==> config.mk <==
export PLATFORM = sky130hd
export DESIGN_NAME = rv32_bus_arbiter
export DESIGN_NICKNAME = d
export VERILOG_FILES = /design/src/rtl/rv32_bus_arbiter.sv
export SDC_FILE = /design/constraint.sdc
export NUM_CORES = 1
export LEC_CHECK = 0
export CAP_MARGIN = 20
export CORE_AREA = 2 2 106 108
export CTS_CLUSTER_SIZE = 30
export DETAILED_ROUTE_END_ITERATION = 6
export DIE_AREA = 0 0 108 110
export GPL_TIMING_DRIVEN = 0
export PLACE_DENSITY = 0.69
export SETUP_SLACK_MARGIN = 0.3
export SLEW_MARGIN = 0
export SYNTH_ARGS = -nofsm -noshare
export SYNTH_HDL_FRONTEND = slang
export SYNTH_SLANG_ARGS = --single-unit
==> constraint.sdc <==
create_clock -name clk -period 2.4 [get_ports clk]
set_clock_uncertainty 0.15 [all_clocks]
set_input_delay 0.24 -clock clk [delete_from_list [all_inputs] [get_ports clk]]
set_output_delay 0.24 -clock clk [all_outputs]
set_load 0.005 [all_outputs]
==> src/rtl/rv32_bus_arbiter.sv <==
// Two-master (instruction fetch / load-store) arbiter onto one shared memory port, with a wait timeout.
// Tie-break is fixed DATA priority unless RV32_ARB_ROUND_ROBIN_EN is defined (alternating grants).
module rv32_bus_arbiter #(
    parameter int unsigned TIMEOUT = 255
) (
    input  logic        clk,
    input  logic        reset_,
    input  logic [31:0] instr_address_in,
    input  logic        instr_read_in,
    output logic [31:0] instr_read_value_out,
    output logic        instr_ready_out,
    input  logic [31:0] data_address_in,
    input  logic        data_read_in,
    input  logic        data_write_in,
    input  logic [3:0]  data_write_mask_in,
    input  logic [31:0] data_write_value_in,
    output logic [31:0] data_read_value_out,
    output logic        data_ready_out,
    output logic [31:0] mem_address_out,
    output logic        mem_read_out,
    output logic        mem_write_out,
    output logic [3:0]  mem_write_mask_out,
    output logic [31:0] mem_write_value_out,
    input  logic [31:0] mem_read_value_in,
    input  logic        mem_ready_in,
    output logic        bus_error_out
);

    localparam int unsigned CNT_W = $clog2(TIMEOUT + 1);

    typedef enum logic [1:0] {
        IDLE  = 2'd0,
        INSTR = 2'd1,
        DATA  = 2'd2
    } state_e;

    state_e           state_q, state_d;
    logic [CNT_W-1:0] cnt_q, cnt_d;
    logic             data_req_c;
    logic             prefer_data_c;
    logic             grant_data_c;
    logic             timeout_c;

`ifdef RV32_ARB_ROUND_ROBIN_EN
    // 1 = DATA was granted last, 0 = INSTR
    logic last_data_q, last_data_d;
    assign prefer_data_c = ~last_data_q;
`else
    assign prefer_data_c = 1'b1;
`endif

    assign data_req_c   = data_read_in | data_write_in;
    assign grant_data_c = data_req_c & (~instr_read_in | prefer_data_c);
    assign timeout_c    = (cnt_q == CNT_W'(TIMEOUT)) & ~mem_ready_in;

    always_ff @(posedge clk or negedge reset_) begin
        if (!reset_) begin
            state_q <= IDLE;
            cnt_q   <= '0;
        end else begin
            state_q <= state_d;
            cnt_q   <= cnt_d;
        end
    end

`ifdef RV32_ARB_ROUND_ROBIN_EN
    always_ff @(posedge clk or negedge reset_) begin
        if (!reset_) begin
            last_data_q <= 1'b0;
        end else begin
            last_data_q <= last_data_d;
        end
    end
`endif

    // Next state, wait counter and the combinational memory/response muxing
    always_comb begin
        state_d              = state_q;
        cnt_d                = cnt_q;
`ifdef RV32_ARB_ROUND_ROBIN_EN
        last_data_d          = last_data_q;
`endif
        instr_read_value_out = '0;
        instr_ready_out      = 1'b0;
        data_read_value_out  = '0;
        data_ready_out       = 1'b0;
        mem_address_out      = '0;
        mem_read_out         = 1'b0;
        mem_write_out        = 1'b0;
        mem_write_mask_out   = '0;
        mem_write_value_out  = '0;
        bus_error_out        = 1'b0;

        case (state_q)
            IDLE: begin
                if (grant_data_c) begin
                    state_d = DATA;
                    cnt_d   = '0;
`ifdef RV32_ARB_ROUND_ROBIN_EN
                    last_data_d = 1'b1;
`endif
                end else if (instr_read_in) begin
                    state_d = INSTR;
                    cnt_d   = '0;
`ifdef RV32_ARB_ROUND_ROBIN_EN
                    last_data_d = 1'b0;
`endif
                end
            end
            INSTR: begin
                mem_address_out = instr_address_in;
                mem_read_out    = ~timeout_c;
                if (mem_ready_in) begin
                    instr_ready_out      = 1'b1;
                    instr_read_value_out = mem_read_value_in;
                    state_d              = IDLE;
                end else if (timeout_c) begin
                    instr_ready_out      = 1'b1;
                    instr_read_value_out = 32'hFFFF_FFFF;
                    bus_error_out        = 1'b1;
                    state_d              = IDLE;
                end else begin
                    cnt_d = cnt_q + CNT_W'(1);
                end
            end
            DATA: begin
                mem_address_out     = data_address_in;
                mem_read_out        = data_read_in & ~timeout_c;
                mem_write_out       = data_write_in & ~timeout_c;
                mem_write_mask_out  = data_write_mask_in;
                mem_write_value_out = data_write_value_in;
                if (mem_ready_in) begin
                    data_ready_out      = 1'b1;
                    data_read_value_out = mem_read_value_in;
                    state_d             = IDLE;
                end else if (timeout_c) begin
                    data_ready_out      = 1'b1;
                    data_read_value_out = 32'hFFFF_FFFF;
                    bus_error_out       = 1'b1;
                    state_d             = IDLE;
                end else begin
                    cnt_d = cnt_q + CNT_W'(1);
                end
            end
            default: state_d = IDLE;
        endcase
    end

endmodule

# Word-level counts from Yosys, hierarchy flattened
# Index checks and enable logic that the tools add are counted.
# word_totals
reg_bits	10
inputBits	138
out_inout_bits	137
wordCells	46
# op_classes
add_sub_neg	1
eq_ne	7
n_mux	25
n_bitwise	6
n_reduce_logical	5
# op_table
cell	n
32-bit two-way mux	5
32-bit one-hot mux with 2 select lines	1
8-bit two-way mux	4
8-bit one-hot mux with 2 select lines	1
8-bit by 1-bit adder with 8-bit output, second input constant	1
8-bit equality test, second input constant	1
2-bit two-way mux	4
1-bit two-way mux	7
4-bit two-way mux	1
2-bit inequality test, second input constant	2
2-bit one-hot mux with 2 select lines	1
4-bit AND reduction	1
1-bit bitwise AND	3
3-bit by 1-bit inequality test with 1-bit output, second input constant	1
3-bit inequality test, second input constant	1
2-bit by 1-bit equality test with 1-bit output, second input constant	1
2-bit equality test, second input constant	1
2-bit zero test	1
1-bit inverter	2
1-bit one-hot mux with 2 select lines	1
2-bit AND reduction	1
2-bit nonzero test	1
2-bit OR reduction	1
1-bit bitwise OR	1

# Depth between registers and ports, before layout
# logic_depth
word_depth	5
depth_mapped	7
depth_no_buf	7

# Worst setup path after synthesis
# No wires, ideal clock.
# synth_timing
kind	register to register
startpoint	register cnt_q[0]
endpoint	register cnt_q[7]
setup_ps	69
arrival_time_ps	1918
t_required_ps	2181
slack_ps	263
path_stages_with_launch	8
path_buffers	1
synth_period_minus_slack_ps	2137
path_cell_list	dfrtp_1 ha_1 and3_4 and2_4 buf_6 or4_4 or3_1 nand3_1
# synth_via
elab_chain_cells	4
elab_cells_between_ends	8
cone_classes	add/sub (1); eq/ne (2); mux (3); bitwise (1); reduce/logical (1)
# synth_lines
element	line	rtl
start, declared	38	logic [CNT_W-1:0] cnt_q, cnt_d;
start signal, assigned	62	cnt_q <= cnt_d;
8-bit by 1-bit adder with 8-bit output or 8-bit equality test (tied branches)	123, 142, 54	
8-bit two-way mux or 1-bit bitwise AND (tied branches)	117, 136, 54	
8-bit two-way mux or 2-bit inequality test (tied branches)	-	
8-bit one-hot mux with 2 select lines or 4-bit AND reduction (tied branches)	-	
# Several ways; a longest one is shown, not always the timed one. The select of a mux whose other input is x is not followed.
# A chain may end at the register's enable or synchronous reset.

# Final worst setup path
# layout_timing
startpoint	register cnt_q[1]
endpoint	output port instr_read_value_out[30]
# layout_via
elab_chain_cells	5
# layout_lines
element	line	rtl
8-bit equality test	54	assign timeout_c = (cnt_q == CNT_W'(TIMEOUT)) & ~mem_ready_in;
1-bit bitwise AND	54	
32-bit two-way mux	117	end else if (timeout_c) begin
32-bit two-way mux	-	
32-bit two-way mux	94	case (state_q)
end, declared	10	output logic [31:0] instr_read_value_out,
# Every way passes these cells.

==> results.cfg <==
[grt]
grt_pass1_vias = 3586
grt_start_max_net_pins = 11
grt_usage_pct = 19.9
grt_pass1_wl_um = 18600
overflow = 0
antenna_found_initial = 0

[timing]
slew_headroom_pct = 65.8
holdWs_ns = 0.186
fmax_mhz = 429
setup_viol = 0
rsz0062_at_grt = true
min_period_ns = 2.33
worst_pin_slew_ns = 0.511
slew_violations = 0
hold_violations = 0
fin_crit_sh_pct = 97.2
setup_tns_ns = 0

[floorplanning]
die_h_um = 110
die_x_um = 108
rows = 38
die_area_um2 = 11900
initial_core_util_pct = 17.6
core_area_um2 = 10700
ios = 275

[setup_path]
rr_worst_depth = 8
reg2reg_to = cnt_q[7]
cp-end-kind = primary output
cp_max_fo = 6
start_kind = register
startpoint = cnt_q[1]
path_class = register to primary output
worstReg2RegStart = cnt_q[1]
r2r_slack_ns = 0.11
crit_arrival_ns = 1.94
critPathRequiredTime_ns = 2.01

[clock_network]
h-tree-depth = 1
cts_tree = done
numCtsBuffers = 3
clock_sinks = 10
cts_root_buffer = clkbuf_8
clk_latency_ns = 0.24
clkTransAtPathRegs_ns = 0.05
clockBufferDepth = 2

[synthesis]
post_synth_and_or_nand_nor_area_fraction_pct = 56.6
ys_types = 36
synth-compound-area-share_pct = 20.2
synth_top_family_by_area = simple AND/OR/NAND/NOR gates
synth_area_um2 = 1890
yosys_warnings = 0
synthAdderAreaFrac_pct = 2.65
yosysSeqAreaShare_pct = 13.3
synthXorXnorAreaFrac_pct = 0
syn-num-nets = 442
synthMuxAreaShare_pct = 0.597
ys_seq_elements = 10
synthCells = 300
avgSynthCellArea_um2 = 6.29

[routing]
wl_per_cell_um = 17.2
drc = 0
postRouteAntennaNets = 0
finalWirelength_um = 13400
vias = 3556
via_per_inst = 4.56
drtIter0Drc = 165
first_pass_iters = 4

[min_path]
min-delay-path-class = primary input to async pin

[final_layout]
fin_cells = 779
nFillCells = 993
drive_gt1_share_pct = 51.0
nets = 782
diodes = 0
area_growth_pct = 201

[place]
dp_hpwl_um = 9630
io_buffers = 273
gp_congestion = 0.802
placedCellCount = 713

[job]
drv_cap = 0

[power]
leakage_nw = 2.68
ir_drop_mv = 0.505
pwr_density_cell_nw_per_um2 = 884

[outcome]
status = complete, no violations
## cells in the final DEF, fill, tap and decap left out, drive strengths merged, types with 5 or more instances in the layout
cell,n
a22oi,32
buf,155
o21ai,11
nor2,70
nand3,5
dfrtp,10
and2,37
clkdlybuf4s50,136
nand2,9
dlygate4sd2,8
clkbuf,66
nor2b,65
## registers in the layout, indices dropped and copies added, names as in the netlist
signal   count
state_q      2
cnt_q        8
## area by class of cell
type                    count  area [µm²]  share of cell area, %
plain buffers              27         454                   7.99
repair buffers            335        2830                   49.7
well taps                 140         175                   3.08
clock buffers               4        55.1                  0.968
flip-flops and latches     10         250                   4.40
inverters                   4        17.5                  0.308
multi-input cells         259        1910                   33.6
## where the power goes
group / internal (mW) / switching [mW] / leakage (nW)
sequential: 0.204 / 0.0349 / 0.135
clock: 0.145 / 0.0751 / 0.0288
combinational: 2.69 / 1.88 / 2.52
total: 3.04 / 1.99 / 2.68
## worst max-delay path by stage
| stage | cells past startpoint | end | slack, ns |
|---|---|---|---|
| global route | 10 | data_read_value_out[21] | 0.006 |
| detailed placement | 8 | instr_read_value_out[26] | -0.47 |
| floorplan | 7 | cnt_q[7] | 0.30 |
| finish | 10 | instr_read_value_out[30] | 0.07 |
| CTS | 10 | data_read_value_out[9] | 0.05 |
| global placement | 8 | instr_read_value_out[29] | -0.43 |
## layer usage
metal	track usage, %	vias up	part of all wire, %
met5	0	-	0
met4	4.49	0	1.7
met3	4.94	21	8.5
met2	38.4	176	53
met1	22.0	1683	37
li1	-	1676	-
## stage by stage
stage | worst slack, ns | area [µm²] | power [mW] | utilization [%]
4_1_cts | 0.0490 | 5540 | 4.73 | 51.8
5_1_grt | 0.00551 | 5690 | 5.34 | 53.2
2_1_floorplan | 0.301 | 1890 | 1.57 | -
3_5_place_dp | -0.465 | 4800 | 3.46 | 44.8
6_report | 0.0667 | 5690 | 5.03 | 53.2
3_3_place_gp | -0.434 | 4800 | 3.43 | 44.8
## logic make-up after synthesis
group | count (synthesis)
adders and majority gates | 4
and+or+nand+nor | 199
DFF | 10
buffers and inverters | 31
muxes | 1
AOI/OAI and AO/OA | 55
## cells in the mapped netlist, drive strengths merged
master  instances  area share [%]
or4             3             1.5
o211ai          1            0.40
or2             1            0.33
o21ai          11             2.9
and2           37              12
and2b           1            0.46
a22o            1            0.46
o31a            2             1.1
mux2            1            0.60
and3            1            0.60
ha              4             2.7
nand2b          1            0.33
o21a            1            0.40
buf             2            0.86
nor3            1            0.26
o41ai           1            0.46
or3             1            0.33
a22oi          32              13
inv             4            0.80
nor3b           1            0.40
o31ai           1            0.40
o22ai           1            0.33
nand2           9             1.8
nor2b          65              22
a21oi           4             1.1
nor2           70              14
nand4           1            0.33
clkbuf         25             5.0
or3b            1            0.46
dfrtp          10              13
nand3           5             1.3
and4            1            0.60
## worst max-delay path, stage by stage (launching register included)
cell	delay, ns
dfrtp_1	0.41
ha_4	0.17
and3_4	0.17
and2_4	0.13
buf_8	0.12
o21ai_4	0.13
buf_12	0.14
buf_8	0.10
clkbuf_16	0.15
nor2_1	0.04
buf_2	0.12
## what timing repair did
action / 4_1_cts / 5_1_grt
pin swaps: 30 / 17
cloned: 10 / 1
resized for setup: 582 / 133
hold buffers: 0 / 0
buffers inserted: 38 / 13
setup endpoints to repair: 143 / 136
No activity file was read; power rests on OpenSTA's default activity.
